$ cat src/rtl/boid_frame_plotter_pkg.sv
// Shared display geometry, coordinate widths and sequencer state encoding for the boid plotter
// and the VGA side that reads the same display RAM.
package boid_frame_plotter_pkg;

  localparam int unsigned VideoWidth  = 640;
  localparam int unsigned VideoHeight = 480;
  localparam int unsigned PixelCount  = VideoWidth * VideoHeight;
  localparam int unsigned AddrWidth   = 19;

  // BPU coordinate widths and the widened pixel widths that cannot wrap after adding dx/dy.
  localparam int unsigned CoordXW = 10;
  localparam int unsigned CoordYW = 9;
  localparam int unsigned PxW     = CoordXW + 1;
  localparam int unsigned PyW     = CoordYW + 1;
  localparam int unsigned DeltaW  = 2;

  typedef enum logic [2:0] {
    StIdle,
    StClear,
    StLatch,
    StDraw,
    StDone
  } plot_state_e;

endpackage

$ cat src/rtl/pixel_addr_calc.sv
// Combinational sprite pixel position, on-screen test and row-major display RAM address.
module pixel_addr_calc
  import boid_frame_plotter_pkg::*;
#(
  parameter int unsigned VIDEO_WIDTH  = VideoWidth,
  parameter int unsigned VIDEO_HEIGHT = VideoHeight,
  parameter int unsigned ADDR_WIDTH   = AddrWidth
) (
  input  logic [CoordXW-1:0]    bx_i,
  input  logic [CoordYW-1:0]    by_i,
  input  logic [DeltaW-1:0]     dx_i,
  input  logic [DeltaW-1:0]     dy_i,
  output logic [ADDR_WIDTH-1:0] addr_o,
  output logic                  in_bounds_o
);

  localparam logic [PxW-1:0] XLimit = PxW'(VIDEO_WIDTH);
  localparam logic [PyW-1:0] YLimit = PyW'(VIDEO_HEIGHT);

  logic [PxW-1:0]        px;
  logic [PyW-1:0]        py;
  logic [ADDR_WIDTH-1:0] row_base;

  assign px = PxW'(bx_i) + PxW'(dx_i);
  assign py = PyW'(by_i) + PyW'(dy_i);

  assign in_bounds_o = (px < XLimit) && (py < YLimit);

  if (VIDEO_WIDTH == 640) begin : g_shift
    // 640 = 512 + 128, so the row base needs only one adder.
    assign row_base = (ADDR_WIDTH'(py) << 9) + (ADDR_WIDTH'(py) << 7);
  end else begin : g_mul
    assign row_base = ADDR_WIDTH'(py) * ADDR_WIDTH'(VIDEO_WIDTH);
  end

  assign addr_o = row_base + ADDR_WIDTH'(px);

endmodule

$ cat src/rtl/boid_frame_plotter.sv
// Per-frame sequencer: clears the 1-bit display RAM, then walks every BPU and writes a small
// square sprite at each boid position.
module boid_frame_plotter
  import boid_frame_plotter_pkg::*;
#(
  parameter int unsigned NUM_BOIDS    = 8,
  parameter int unsigned BOID_IDX_W   = 3,
  parameter int unsigned SPRITE_SIZE  = 2,
  parameter int unsigned VIDEO_WIDTH  = VideoWidth,
  parameter int unsigned VIDEO_HEIGHT = VideoHeight,
  parameter int unsigned ADDR_WIDTH   = AddrWidth
) (
  input  logic                  clock,
  input  logic                  reset,
  input  logic                  frame_end,
  output logic [BOID_IDX_W-1:0] boid_sel,
  input  logic [CoordXW-1:0]    boid_x,
  input  logic [CoordYW-1:0]    boid_y,
  output logic                  fb_clear,
  output logic                  fb_we,
  output logic [ADDR_WIDTH-1:0] fb_addr,
  output logic                  busy,
  output logic [15:0]           frame_count,
  output logic                  overrun
);

  localparam logic [BOID_IDX_W-1:0] LastBoid  = BOID_IDX_W'(NUM_BOIDS - 1);
  localparam logic [DeltaW-1:0]     LastDelta = DeltaW'(SPRITE_SIZE - 1);

  plot_state_e           state_q;
  logic [BOID_IDX_W-1:0] boid_sel_q;
  logic [CoordXW-1:0]    bx_q;
  logic [CoordYW-1:0]    by_q;
  logic [DeltaW-1:0]     dx_q;
  logic [DeltaW-1:0]     dy_q;
  logic                  fb_clear_q;
  logic                  fb_we_q;
  logic [ADDR_WIDTH-1:0] fb_addr_q;
  logic [15:0]           frame_count_q;
  logic                  overrun_q;

  logic [ADDR_WIDTH-1:0] pix_addr;
  logic                  pix_in_bounds;

  pixel_addr_calc #(
    .VIDEO_WIDTH (VIDEO_WIDTH),
    .VIDEO_HEIGHT(VIDEO_HEIGHT),
    .ADDR_WIDTH  (ADDR_WIDTH)
  ) u_pixel_addr_calc (
    .bx_i       (bx_q),
    .by_i       (by_q),
    .dx_i       (dx_q),
    .dy_i       (dy_q),
    .addr_o     (pix_addr),
    .in_bounds_o(pix_in_bounds)
  );

  always_ff @(posedge clock or posedge reset) begin
    if (reset) begin
      state_q       <= StIdle;
      boid_sel_q    <= '0;
      bx_q          <= '0;
      by_q          <= '0;
      dx_q          <= '0;
      dy_q          <= '0;
      fb_clear_q    <= 1'b0;
      fb_we_q       <= 1'b0;
      fb_addr_q     <= '0;
      frame_count_q <= '0;
      overrun_q     <= 1'b0;
    end else begin
      fb_clear_q <= 1'b0;
      fb_we_q    <= 1'b0;
      // A frame already in flight is never restarted; late pulses are only recorded.
      if (frame_end && (state_q != StIdle)) begin
        overrun_q <= 1'b1;
      end
      unique case (state_q)
        StIdle: begin
          if (frame_end) begin
            state_q    <= StClear;
            boid_sel_q <= '0;
            fb_clear_q <= 1'b1;
          end
        end
        StClear: begin
          state_q <= StLatch;
        end
        StLatch: begin
          bx_q    <= boid_x;
          by_q    <= boid_y;
          dx_q    <= '0;
          dy_q    <= '0;
          state_q <= StDraw;
        end
        StDraw: begin
          // Clipped pixels still take their slot so frame timing is position independent.
          fb_we_q <= pix_in_bounds;
          if (pix_in_bounds) begin
            fb_addr_q <= pix_addr;
          end
          if (dx_q == LastDelta) begin
            dx_q <= '0;
            if (dy_q == LastDelta) begin
              dy_q <= '0;
              if (boid_sel_q == LastBoid) begin
                state_q <= StDone;
              end else begin
                boid_sel_q <= boid_sel_q + 1'b1;
                state_q    <= StLatch;
              end
            end else begin
              dy_q <= dy_q + 1'b1;
            end
          end else begin
            dx_q <= dx_q + 1'b1;
          end
        end
        StDone: begin
          frame_count_q <= frame_count_q + 1'b1;
          state_q       <= StIdle;
        end
        default: begin
          state_q <= StIdle;
        end
      endcase
    end
  end

  assign boid_sel    = boid_sel_q;
  assign fb_clear    = fb_clear_q;
  assign fb_we       = fb_we_q;
  assign fb_addr     = fb_addr_q;
  assign busy        = (state_q != StIdle);
  assign frame_count = frame_count_q;
  assign overrun     = overrun_q;

endmodule

$ cat config.mk
export PLATFORM = sky130hd
export DESIGN_NAME = boid_frame_plotter
export DESIGN_NICKNAME = d
export VERILOG_FILES = /design/src/rtl/boid_frame_plotter_pkg.sv /design/src/rtl/pixel_addr_calc.sv /design/src/rtl/boid_frame_plotter.sv
export SDC_FILE = /design/constraint.sdc
export NUM_CORES = 1
export LEC_CHECK = 0
export BUFFER_PORTS_ARGS = -buffer_cell sky130_fd_sc_hd__buf_2
export CAP_MARGIN = 30
export CORE_MARGIN = 5
export CORE_UTILIZATION = 41
export CTS_CLUSTER_SIZE = 30
export DETAILED_ROUTE_END_ITERATION = 12
export PLACE_DENSITY = 0.69
export SETUP_SLACK_MARGIN = 0.1
export SLEW_MARGIN = 0
export SYNTH_ARGS = -nofsm -noshare
export SYNTH_HDL_FRONTEND = slang
export SYNTH_SLANG_ARGS = --single-unit
export TNS_END_PERCENT = 20
$ cat constraint.sdc
create_clock -name clock -period 8.8 [get_ports clock]
set_input_delay 0.44 -clock clock [delete_from_list [all_inputs] [get_ports clock]]
set_output_delay 0.44 -clock clock [all_outputs]
set_load 0.05 [all_outputs]
==> impl_metrics.env <==
export IMPL_worst_slew_pin_slew_ns=0.834
export IMPL_r2r_slack_ns=5.11
export IMPL_yosys_warnings=0
export IMPL_worstPathMaxFanout=6
export IMPL_fmax_mhz=271
export IMPL_critPathCaptureType="flip-flop"
export IMPL_die_area_um2=11300
export IMPL_wire_per_inst_um=14.0
export IMPL_start_util_pct=41.7
export IMPL_r2r_start="dx_q[0]$_DFFE_PP0P_"
export IMPL_netlist_area_leader_share_pct=43.9
export IMPL_path_clk_slew_ns=0.07
export IMPL_crit_path_top_delay_cell="fa_1"
export IMPL_ctsResizeCount=0
export IMPL_syn_num_nets=392
export IMPL_ir_worst_vdd_v=0.000115
export IMPL_crit_chain="ha_1 > inv_1 > fa_1 > nor2_1 > nand3_1 > xnor2_1 > ha_1 > ha_1 > fa_1 > a211oi_1 > o211ai_1 > a311o_1 > o311a_1 > mux2i_1"
export IMPL_first_iter_violations=83
export IMPL_drc_errors=0
export IMPL_grt_max_degree=68
export IMPL_synth_avg_cell_area_um2=11.2
export IMPL_post_route_util_pct=49.1
export IMPL_grt_total_usage_pct=13.8
export IMPL_critPathKind="reg2reg"
export IMPL_grt_overflow_total=0
export IMPL_layout_drive_gt1_share_pct=29.2
export IMPL_grt_pass1_wl_um=12600
export IMPL_mostFrequentLayoutCells="67 x dfrtp_1, 63 x buf_2, 25 x ha_1, 24 x nand2_1, 24 x xnor2_1"
export IMPL_slew_viol_final=0
export IMPL_endpoint="fb_addr[18]$_DFFE_PP0P_"
export IMPL_fin_setup_tns_ns=0
export IMPL_clock_latency_ns=0.35
export IMPL_ys_seq_area_share_pct=43.9
export IMPL_netlist_instances=340
export IMPL_min_period_ns=3.69
export IMPL_power_leakage_nw=2.18
export IMPL_ant_nets=0
export IMPL_ios=64
export IMPL_cts_tree="yes"
export IMPL_cp_arrival_ns=3.96
export IMPL_ys_types=45
export IMPL_worst_path_buf_inv=1
export IMPL_cap_violations=0
export IMPL_status="finished, final reports clean"
export IMPL_startpoint_type="flip-flop"
export IMPL_rows=35
export IMPL_drt_pass1_iter_count=4
export IMPL_hold_class="in2reg"
export IMPL_finalSetupViolCount=0
export IMPL_crit_top_cell="ha_1"
export IMPL_rr_worst_depth=14
export IMPL_synth_async_sr_flop_share_pct=100
export IMPL_vias=2680
export IMPL_synth_ff_type="dfrtp_1"
export IMPL_fin_crit_sh_pct=41.9
export IMPL_synth_edf_count=0
export IMPL_ctsRootBufferMaster="clkbuf_8"
export IMPL_p_per_area_nw_per_um2=324
export IMPL_cts_setup_buffers=0
export IMPL_die_w_um=106
export IMPL_htree_num_levels=3
export IMPL_fp_coreArea_um2=9150
export IMPL_finalHoldViolations=0
export IMPL_cts_buffer_depth=2
export IMPL_synth_top_area_cell="dfrtp_1"
export IMPL_required_ns=9.07
export IMPL_wl_um=7370
export IMPL_syn_to_final_growth_pct=17.7
export IMPL_cts_hold_buf=0
export IMPL_final_common_cell="dfrtp_1"
export IMPL_syn_area_um2=3820
export IMPL_synth_area_leaders="dfrtp_1 44%, ha_1 8.2%, mux2_4 6.7%"
export IMPL_die_y_um=106
export IMPL_r2r_end="fb_addr[18]$_DFFE_PP0P_"
export IMPL_gp_congestion=0.774
export IMPL_clock_sinks=67
export IMPL_crit_family="adder cells"
export IMPL_rsz0062_at_grt="no"
export IMPL_final_nets=462
export IMPL_relSlewSlack_pct=44.4
export IMPL_path_depth=14
export IMPL_cts_buffers=9
export IMPL_dp_hpwl_um=5580
export IMPL_startpoint="dx_q[0]$_DFFE_PP0P_"
export IMPL_grt_pass1_vias=2708
export IMPL_clock_skew_ns=0.0154
export IMPL_worst_path_largest_cell_delay_ns=0.47
export IMPL_diodes=0
export IMPL_port_buffers=63
export IMPL_via_per_inst=5.10
export IMPL_yosys_register_bits=67
export IMPL_antenna_found_initial=0
## how the worst min path moves through the flow
| stage | start | end | slack [ns] | cells after the start |
|---|---|---|---|---|
| finish | boid_y[5] | by_q[5]$_DFFE_PP0P_ | 0.31 | 3 |
| global route | boid_x[6] | bx_q[6]$_DFFE_PP0P_ | 0.30 | 3 |
| CTS | boid_x[6] | bx_q[6]$_DFFE_PP0P_ | 0.31 | 3 |
| detailed placement | overrun$_DFFE_PP0P_ | overrun$_DFFE_PP0P_ | 0.46 | 1 |
| global placement | overrun$_DFFE_PP0P_ | overrun$_DFFE_PP0P_ | 0.44 | 1 |
| floorplan | bx_q[0]$_DFFE_PP0P_ | bx_q[0]$_DFFE_PP0P_ | 0.49 | 1 |
## flip-flops by register name, summed over array words and instances, names as in the netlist
| register | flops |
|---|---|
| frame_count | 16 |
| fb_we | 1 |
| bx_q | 10 |
| state_q | 3 |
| dx_q | 2 |
| by_q | 9 |
| boid_sel | 3 |
| overrun | 1 |
| fb_addr | 19 |
| dy_q | 2 |
| fb_clear | 1 |
## cell usage after synthesis, types with 3 or more instances
library cell,number
mux2_4,17
nor2_1,18
nand2_1,24
dfrtp_1,67
ha_1,25
fa_1,5
and3_1,3
and2_1,4
a21oi_1,11
xor2_1,13
clkbuf_1,4
nand2b_1,4
a211oi_1,4
a21o_1,4
nand4_1,6
inv_1,20
or2_2,3
nand3_1,16
a22o_1,3
mux2_2,17
o21ai_0,12
mux2i_1,3
nor3_1,5
nor2b_1,3
xnor2_1,24
## power by group
part	leakage [nW]	internal, mW	switching, mW	total (mW)
Sequential	0.822	0.378	0.0529	0.431
Combinational	1.24	0.304	0.410	0.714
Clock	0.121	0.189	0.120	0.310
Total	2.18	0.871	0.583	1.45
## through the flow
step	instances	total power, mW	setup slack (ns)	hold slack, ns	area [um^2]
after floorplan	340	1.02	5.42	0.487	3820
after global placement	510	1.14	5.20	0.436	4250
after detailed placement	510	1.15	5.12	0.457	4250
after CTS	526	1.47	5.09	0.306	4490
after global routing	526	1.56	4.88	0.299	4490
final	526	1.45	5.11	0.315	4490
## area by class of cell
class / count / area [um^2]
timing repair buffer: 66 / 338
clock buffer: 10 / 128
sequential: 67 / 1680
tap: 111 / 139
clock inverter: 6 / 113
fill: 818 / 4660
inverter: 20 / 75.1
multi-input combinational: 246 / 2020
## routing by layer
layer	global-route usage [%]	up-vias	share of wire [%]
li1	-	1346	-
met1	18.3	1281	47
met2	21.5	42	47
met3	4.25	11	3.9
met4	4.66	0	1.6
met5	0	-	0
## kinds of logic (layout without fill, tap and decap cells)
logic type | after synthesis | count (layout) | synth area share [%]
adder cells (fa/ha/maj) | 30 | 30 | 10.8
AND/OR/NAND/NOR | 94 | 94 | 12.6
AO/OA/AOI/OAI | 48 | 48 | 8.65
buffers and inverters | 27 | 102 | 3.08
multiplexers | 37 | 37 | 12.5
XOR/XNOR | 37 | 37 | 8.49
flip-flops | 67 | 67 | 43.9
## worst min-delay path: stages
cell	delay [ns]
buf_2	0.08
nand2_1	0.04
o21ai_0	0.06
Note: power is estimated with default switching activity, not from simulation.
